==> src/rtl/regfile_mp.sv <==
// regfile_mp
//   Parametrised register file: one write port, NUM_RD registered read ports,
//   elaboration-time read-during-write mode, a stall that freezes every read
//   port, an optional hard-wired zero register and a clear engine that walks
//   every entry to INIT_VALUE after reset or on request. The memory array has
//   no reset so it remains block-RAM inferable; the clear engine defines it.
//
// Ports
//   clk      in   1                     rising-edge clock
//   rst      in   1                     asynchronous reset, active low
//   rd_addr  in   NUM_RD*ADDR_WIDTH     port i at [i*ADDR_WIDTH +: ADDR_WIDTH]
//   rd_data  out  NUM_RD*DATA_WIDTH     registered read data, same packing
//   wr_addr  in   ADDR_WIDTH            write address
//   wr_data  in   DATA_WIDTH            write data
//   wen      in   1                     write enable (honoured only in RUN)
//   stall    in   1                     holds every rd_data port
//   clr      in   1                     one-cycle request to re-clear (RUN only)
//   busy     out  1                     clear engine active
//
// Flow control: there is no valid/ready pair. busy=1 means writes are being
// discarded and reads return the clear value; stall=1 means rd_data is frozen
// while writes and the clear walk keep going underneath.
module regfile_mp #(
  parameter int                    DATA_WIDTH  = 4,
  parameter int                    ADDR_WIDTH  = 5,
  parameter int                    NUM_RD      = 2,
  parameter int                    WRITE_FIRST = 1,
  parameter int                    ZERO_REG    = 0,
  parameter logic [DATA_WIDTH-1:0] INIT_VALUE  = '0
) (
  input  logic                         clk,
  input  logic                         rst,
  input  logic [NUM_RD*ADDR_WIDTH-1:0] rd_addr,
  output logic [NUM_RD*DATA_WIDTH-1:0] rd_data,
  input  logic [ADDR_WIDTH-1:0]        wr_addr,
  input  logic [DATA_WIDTH-1:0]        wr_data,
  input  logic                         wen,
  input  logic                         stall,
  input  logic                         clr,
  output logic                         busy
);

  localparam int DEPTH = 1 << ADDR_WIDTH;
  localparam logic [ADDR_WIDTH:0] LAST_IDX = (ADDR_WIDTH+1)'(DEPTH - 1);
  localparam logic [ADDR_WIDTH:0] CNT_ONE  = (ADDR_WIDTH+1)'(1);

  typedef enum logic {
    ST_CLEAR = 1'b0,
    ST_RUN   = 1'b1
  } state_t;

  // state_q is the FSM state, kept as a named signal for checkers to bind to.
  state_t                    state_q;
  logic [ADDR_WIDTH:0]       clr_cnt_q;
  logic [DATA_WIDTH-1:0]     mem [DEPTH];

  logic                      wr_accept;
  logic                      mem_we;
  logic [ADDR_WIDTH-1:0]     mem_waddr;
  logic [DATA_WIDTH-1:0]     mem_wdata;
  logic [NUM_RD*DATA_WIDTH-1:0] rd_next;

  // A user write is accepted only in RUN and never lands on the zero register.
  always_comb begin
    wr_accept = (state_q == ST_RUN) && wen &&
                !((ZERO_REG != 0) && (wr_addr == '0));
    mem_we    = (state_q == ST_CLEAR) || wr_accept;
    mem_waddr = (state_q == ST_CLEAR) ? clr_cnt_q[ADDR_WIDTH-1:0] : wr_addr;
    mem_wdata = (state_q == ST_CLEAR) ? INIT_VALUE : wr_data;
  end

  // Single write port, no reset: keeps the array RAM-inferable.
  always_ff @(posedge clk) begin
    if (mem_we) begin
      mem[mem_waddr] <= mem_wdata;
    end
  end

  // Next read value per port. During CLEAR the array is only partly written,
  // so reads return the clear value rather than stale contents.
  always_comb begin
    logic [ADDR_WIDTH-1:0] ra;
    ra      = '0;
    rd_next = '0;
    for (int i = 0; i < NUM_RD; i++) begin
      ra = rd_addr[i*ADDR_WIDTH +: ADDR_WIDTH];
      if ((ZERO_REG != 0) && (ra == '0)) begin
        rd_next[i*DATA_WIDTH +: DATA_WIDTH] = '0;
      end else if (state_q == ST_CLEAR) begin
        rd_next[i*DATA_WIDTH +: DATA_WIDTH] = INIT_VALUE;
      end else if ((WRITE_FIRST != 0) && wr_accept && (ra == wr_addr)) begin
        rd_next[i*DATA_WIDTH +: DATA_WIDTH] = wr_data;
      end else begin
        rd_next[i*DATA_WIDTH +: DATA_WIDTH] = mem[ra];
      end
    end
  end

  always_ff @(posedge clk or negedge rst) begin
    if (!rst) begin
      state_q   <= ST_CLEAR;
      clr_cnt_q <= '0;
      busy      <= 1'b1;
      rd_data   <= '0;
    end else begin
      case (state_q)
        ST_CLEAR: begin
          // clr is ignored here: the walk never restarts mid-way.
          if (clr_cnt_q == LAST_IDX) begin
            state_q <= ST_RUN;
            busy    <= 1'b0;
          end else begin
            clr_cnt_q <= clr_cnt_q + CNT_ONE;
          end
        end
        ST_RUN: begin
          if (clr) begin
            state_q   <= ST_CLEAR;
            clr_cnt_q <= '0;
            busy      <= 1'b1;
          end
        end
        default: begin
          state_q <= ST_CLEAR;
          busy    <= 1'b1;
        end
      endcase
      if (!stall) begin
        rd_data <= rd_next;
      end
    end
  end

endmodule

==> config.mk <==
export PLATFORM = sky130hd
export DESIGN_NAME = regfile_mp
export DESIGN_NICKNAME = d
export VERILOG_FILES = /design/src/rtl/regfile_mp.sv
export SDC_FILE = /design/constraint.sdc
export NUM_CORES = 1
export LEC_CHECK = 0
export ABC_AREA = 1
export CAP_MARGIN = 10
export CORE_MARGIN = 3
export CORE_UTILIZATION = 40
export DETAILED_ROUTE_END_ITERATION = 10
export SETUP_SLACK_MARGIN = 0.1
export SYNTH_ARGS = -nofsm -noshare
export SYNTH_HDL_FRONTEND = slang
export SYNTH_SLANG_ARGS = --single-unit
==> constraint.sdc <==
create_clock -name clk -period 2.1 [get_ports clk]
set_input_delay 0.315 -clock clk [delete_from_list [all_inputs] [get_ports clk]]
set_output_delay 0.315 -clock clk [all_outputs]
set_load 0.05 [all_outputs]
Word-level counts from Yosys, hierarchy flattened
Memory sizes are Yosys's and may differ from the RTL's.
Index checks and enable logic that the tools add are counted.
Cells by class
  shift-type cells: 0
  div/mod/pow operators: 0
  $add $sub $neg: 1
  muxes and demuxes: 17
  equal/unequal tests: 6
  bitwise gates (word level): 1
  $mul: 0
  reduce and logical (&&, ||, !) cells: 6
  $lt $le $gt $ge: 0
Operator list (count)
  $mux W4: 5
  $mux W6: 2
  $pmux W6 S2: 1
  $eq A5 B5 Y1: 2
  $add A6 B1 Y6 const B: 1
  $eq A6 B5 Y1 const B: 1
  $mux W1: 6
  $mux W5: 1
  $ne A2 B2 Y1 const B: 2
  $pmux W1 S2: 2
  $reduce_and A2 Y1: 2
  $logic_and A1 B1 Y1: 3
  $ne A2 B1 Y1 const B: 1
  $logic_or A1 B1 Y1: 1
  $not A1 Y1: 1
Word-level totals
  memory bits (writable): 128
  ROM bits: 0
  word-level logic and storage cells: 36
  bits of input ports: 24
  latch bits: 0
  memories: 1
  bits in registers: 16
  output and inout bits: 9
Memory list
  mem: words 32, width 4, read ports 2, clocked after Yosys merged registers in 0, wr ports 1, RTL line 55  | logic [DATA_WIDTH-1:0] mem [DEPTH];

Longest topological paths before layout
Gate-level depths: netlist of the first run.
  depth in word-level cells: 4
  gate-level depth with buffers: 13
  gate-level depth less buffers: 11

Least setup slack after synthesis of the first run
No wires, ideal clock.
  path type: register to register
  start: register state_q
  end: memory mem[11][0] (enable)
  slack: 0.429 ns
  clock period less this slack: 1.671 ns
  stages on the path, launching flop included: 6
  required time: 1.771 ns
  buffers on the path: 2
  arrival: 1.342 ns
  setup time: 0.329 ns
  cells stage by stage: dfrtp_1 -> buf_4 -> buf_4 -> a21oi_1 -> nand3_1 -> nor2_1
On the way
  cells in the longest elaborated chain, start to end: 4
  elaborated cells on any way between the ends: 6
  those cells by class: mux: 3; bitwise: 1; reduce/logical: 2
Ends and longest elaborated chain
  start, declared: RTL line 53  | state_t state_q;
  start signal, assigned: RTL line 101  | state_q <= ST_CLEAR;
  start signal, assigned: RTL line 110  | state_q <= ST_RUN;
  start signal, assigned: RTL line 118  | state_q <= ST_CLEAR;
  $logic_and A1 B1 Y1 or $not A1 Y1 (tied branches)
  $logic_or A1 B1 Y1: RTL line 67  | mem_we = (state_q == ST_CLEAR) || wr_accept;
  $mux W1: RTL line 74  | if (mem_we) begin
  $mux W1 (not written as such): RTL line 75  | mem[mem_waddr] <= mem_wdata;
  end, declared: RTL line 55
Several ways; a longest one is shown, not always the timed one.

Final worst setup path of the first run
  start: register rd_data[4]
  end: output rd_data[4]
RTL lines
  start, declared: RTL line 34  | output logic [NUM_RD*DATA_WIDTH-1:0] rd_data,
  start signal, assigned: RTL line 129  | rd_data <= rd_next;
No word-level cell between the ends.

==> flow_summary_export.csv, run 1 <==
group,metric,value,unit
outcome,outcome,"finished clean",
critical_path,cp.arrival,1.61,ns
critical_path,crit_fanout,2,
drt,dr.pass1.iters,5,
floorplan,dieArea,0.02082,sq mm
run,max-cap-violations,0,
power,power_density,1127,mW/mm^2
placed_design,portBuffers,32,
cts,cts_setup_buffers,0,
timing,finalHoldViolCount,0,
timing,finClkSkew,0.008895,ns
floorplan,start_util,41.60,%
critical_path,max_stage_delay,0.81,ns
cts,clk_latency,0.43,ns
drt,antenna_left,0,
critical_path,ff2ff_setup_slack,0.23,ns
floorplan,fp.dieH,144.3,um
cts,cts-root-buf,"clkbuf_16",
logic_synthesis,ys.flop_type,"edfxtp_1",
logic_synthesis,synth.distinct_cells,24,
cts,cts_buffer_depth,2,
logic_synthesis,yosysMostFrequentCell,"nand2_1",
layout,final_cells,1243,
timing,max-slew-margin-rel,64.13,%
logic_synthesis,yosys-top-cells-count,"nand2_1 (391), nand3_1 (216), edfxtp_1 (128), nor2_1 (58), buf_2 (26)",
cts,holdBufCountCts,0,
global_routing,antenna_found_initial,1,
global_routing,grt_pass1_vias,6354,
global_routing,gr-total-overflow,0,
critical_path,cp_slowest_cell,"clkdlybuf4s50_1",
critical_path,cp.depth,1,
timing,fmax,519.5,MHz
critical_path,end_kind,"output port",
global_routing,grt_max_degree,57,
placed_design,dp_hpwl,16.08,mm
cts,cts_buffers,17,
timing,slew_viol_final,0,
power,p_total,10430,uW
floorplan,fp.dieW,144.3,um
layout,syn2layout_area_growth,21.00,%
logic_synthesis,post_synth.cell_area_avg,8.298,sq um
layout,fillerInstances,1737,
cts,clock_sinks,144,
layout,design_area,0.009258,sq mm
logic_synthesis,yosys_warnings,0,
logic_synthesis,seq_area_frac_synth,55.49,%
logic_synthesis,synth_top_area_share,50.24,%
timing,min_period_over_period,91.66,%
critical_path,crit_type,"reg2out",
drt,totalWireLength,23.52,mm
placed_design,placed_cell_area,0.008673,sq mm
layout,nNetsFinal,1026,
drt,wl_per_cell,18.92,um
logic_synthesis,ys_seq_elements,144,
logic_synthesis,synth-edff-count,128,
worst_hold_path,hold_class,"in2async",
timing,tightestPinTransition,0.5363,ns
logic_synthesis,synth.area.top_cells,"edfxtp_1 (50%), nand2_1 (19%), nand3_1 (14%)",
floorplan,boundaryPins,33,
cts,ctsHtreeMaxLevel,4,
power,peakVddDrop,791.5,uV
floorplan,rows,49,
drt,dr.first_iter.drc_count,738,
timing,grt_setup_unrepaired,"no",
timing,setup_viol,0,
layout,antenna_cells,0,
drt,num_vias,6685,
critical_path,crit_buf_inv,1,
critical_path,r2r-start,"state_q",
critical_path,cp_top_family,"buffers and inverters",
critical_path,r2r_end,"mem[8][1]",
logic_synthesis,syn_inst,922,
global_routing,grtUsageTotal,23.51,%
logic_synthesis,syn-cell-area,0.007651,sq mm
placed_design,gp_congestion,0.8298,
placed_design,dp.cells,1211,
cts,cts_tree,"done",
global_routing,grt_pass1_wl,36.51,mm
critical_path,r2r_cells,6,
power,leakagePower,0.003938,uW
logic_synthesis,synth_fp_nets,947,
critical_path,startpoint_type,"flop",
floorplan,core-area,0.01839,sq mm
cts,clk_pin_slew,0.06,ns
drt,drc,0,
drt,vias_per_cell,5.378,
logic_synthesis,synth_top_cell_by_area,"edfxtp_1",
critical_path,cp_cell_sequence,"clkdlybuf4s50_1",
layout,drive_gt1_share,12.62,%
critical_path,critPathRequiredTime,1.78,ns
logic_synthesis,async_reset_ff_share,11.11,%
timing,fin_crit,1.925,ns
[layout by cell type (no fill, tap or decap), drive strengths merged]
| cell | netlist | final |
|---|---|---|
| nand2 | 391 | 391 |
| nand3 | 217 | 217 |
| edfxtp | 128 | 128 |
| buf | 48 | 83 |
| nor2 | 58 | 58 |
| inv | 29 | 31 |
| clkdlybuf4s50 | 0 | 29 |
| clkbuf | 5 | 19 |
| dfrtp | 15 | 15 |
| o21ai | 8 | 8 |
| o22ai | 6 | 6 |
| a21oi | 5 | 5 |
| clkinv | 0 | 5 |
| xor2 | 4 | 4 |
| clkinvlp | 0 | 4 |
| or2 | 2 | 2 |
| nor3 | 2 | 2 |
| bufinv | 0 | 2 |
| nand4 | 1 | 1 |
| xnor2 | 1 | 1 |
| ha | 1 | 1 |
| dfstp | 1 | 1 |
| dlygate4sd2 | 0 | 1 |
[what timing repair did]
item,4_1_cts,5_1_grt
pin swaps,0,0
endpoints found under the setup margin,1,72
resized for setup,1,8
[routing by layer]
layer / global-route usage, % / part of all wire (%) / vias up
li1: - / - / 3249
met1: 33.97 / 45 / 3101
met2: 35.53 / 45 / 286
met3: 4.365 / 7.7 / 47
met4: 8.444 / 2.7 / 2
met5: 0 / 0.055 / -
[sequential cells by signal (all words and copies together), names as in the netlist]
signal / flops
rd_data: 8
state_q: 1
busy: 1
mem: 128
clr_cnt_q: 6
[power by group]
group | internal [uW] | leakage [uW] | switching (uW)
registers | 3880 | 0.00139 | 271
logic | 1140 | 0.00228 | 2210
clock network | 1750 | 0.000267 | 1190
[area by class of cell]
type	count	area, sq um	share of cell area (%)
clock inverter	13	138.9	1.500
clock buffer	19	432.9	4.676
multi-input combinational	696	2977	32.15
inverter	29	108.9	1.176
timing repair buffer	113	1067	11.53
sequential	144	4247	45.87
tap	229	286.5	3.095
[through the flow]
step | TNS [ns] | setup WS [ns] | hold slack [ns] | util [%]
after floorplan | 0 | 0.4288 | 0.01941 | -
after global placement | -0.4819 | -0.04756 | 0.4666 | 47.16
after detailed placement | -1.007 | -0.09600 | 0.4648 | 47.16
after CTS | 0 | 0.1170 | 0.1982 | 50.26
after global routing | 0 | 0.1188 | 0.2155 | 50.33
final | 0 | 0.1752 | 0.2057 | 50.33
[cells by family (layout without fill, tap and decap cells)]
| logic type | Yosys count | count (layout) | share of synthesized area, % |
|---|---|---|---|
| xor gates and xnor gates | 5 | 5 | 0.5723 |
| DFF | 144 | 144 | 55.49 |
| buffers and inverters | 82 | 174 | 5.773 |
| AOI/OAI and AO/OA | 19 | 19 | 1.341 |
| and+or+nand+nor | 671 | 671 | 36.66 |
| adders and majority gates | 1 | 1 | 0.1635 |
[worst max-delay path by stage]
stage | start | end | slack (ns)
6_report | rd_data[4] | rd_data[4] | 0.18
5_1_grt | state_q | mem[8][1] | 0.12
4_1_cts | state_q | mem[1][3] | 0.12
3_5_place_dp | wr_addr[3] | mem[1][0] | -0.1
3_3_place_gp | wr_addr[3] | mem[1][3] | -0.05
2_1_floorplan | state_q | mem[11][0] | 0.43
Note: power is estimated with default switching activity, not from simulation.
==> run 2: changes to the inputs <==
--- a/config.mk
+++ b/config.mk
@@ -10,6 +10,7 @@
 export CORE_MARGIN = 3
 export CORE_UTILIZATION = 40
 export DETAILED_ROUTE_END_ITERATION = 10
+export GPL_TIMING_DRIVEN = 1
 export SETUP_SLACK_MARGIN = 0.1
 export SYNTH_ARGS = -nofsm -noshare
 export SYNTH_HDL_FRONTEND = slang
==> results of run 2 <==
The final DEF is identical to that of run 1; final timing and power are the same.
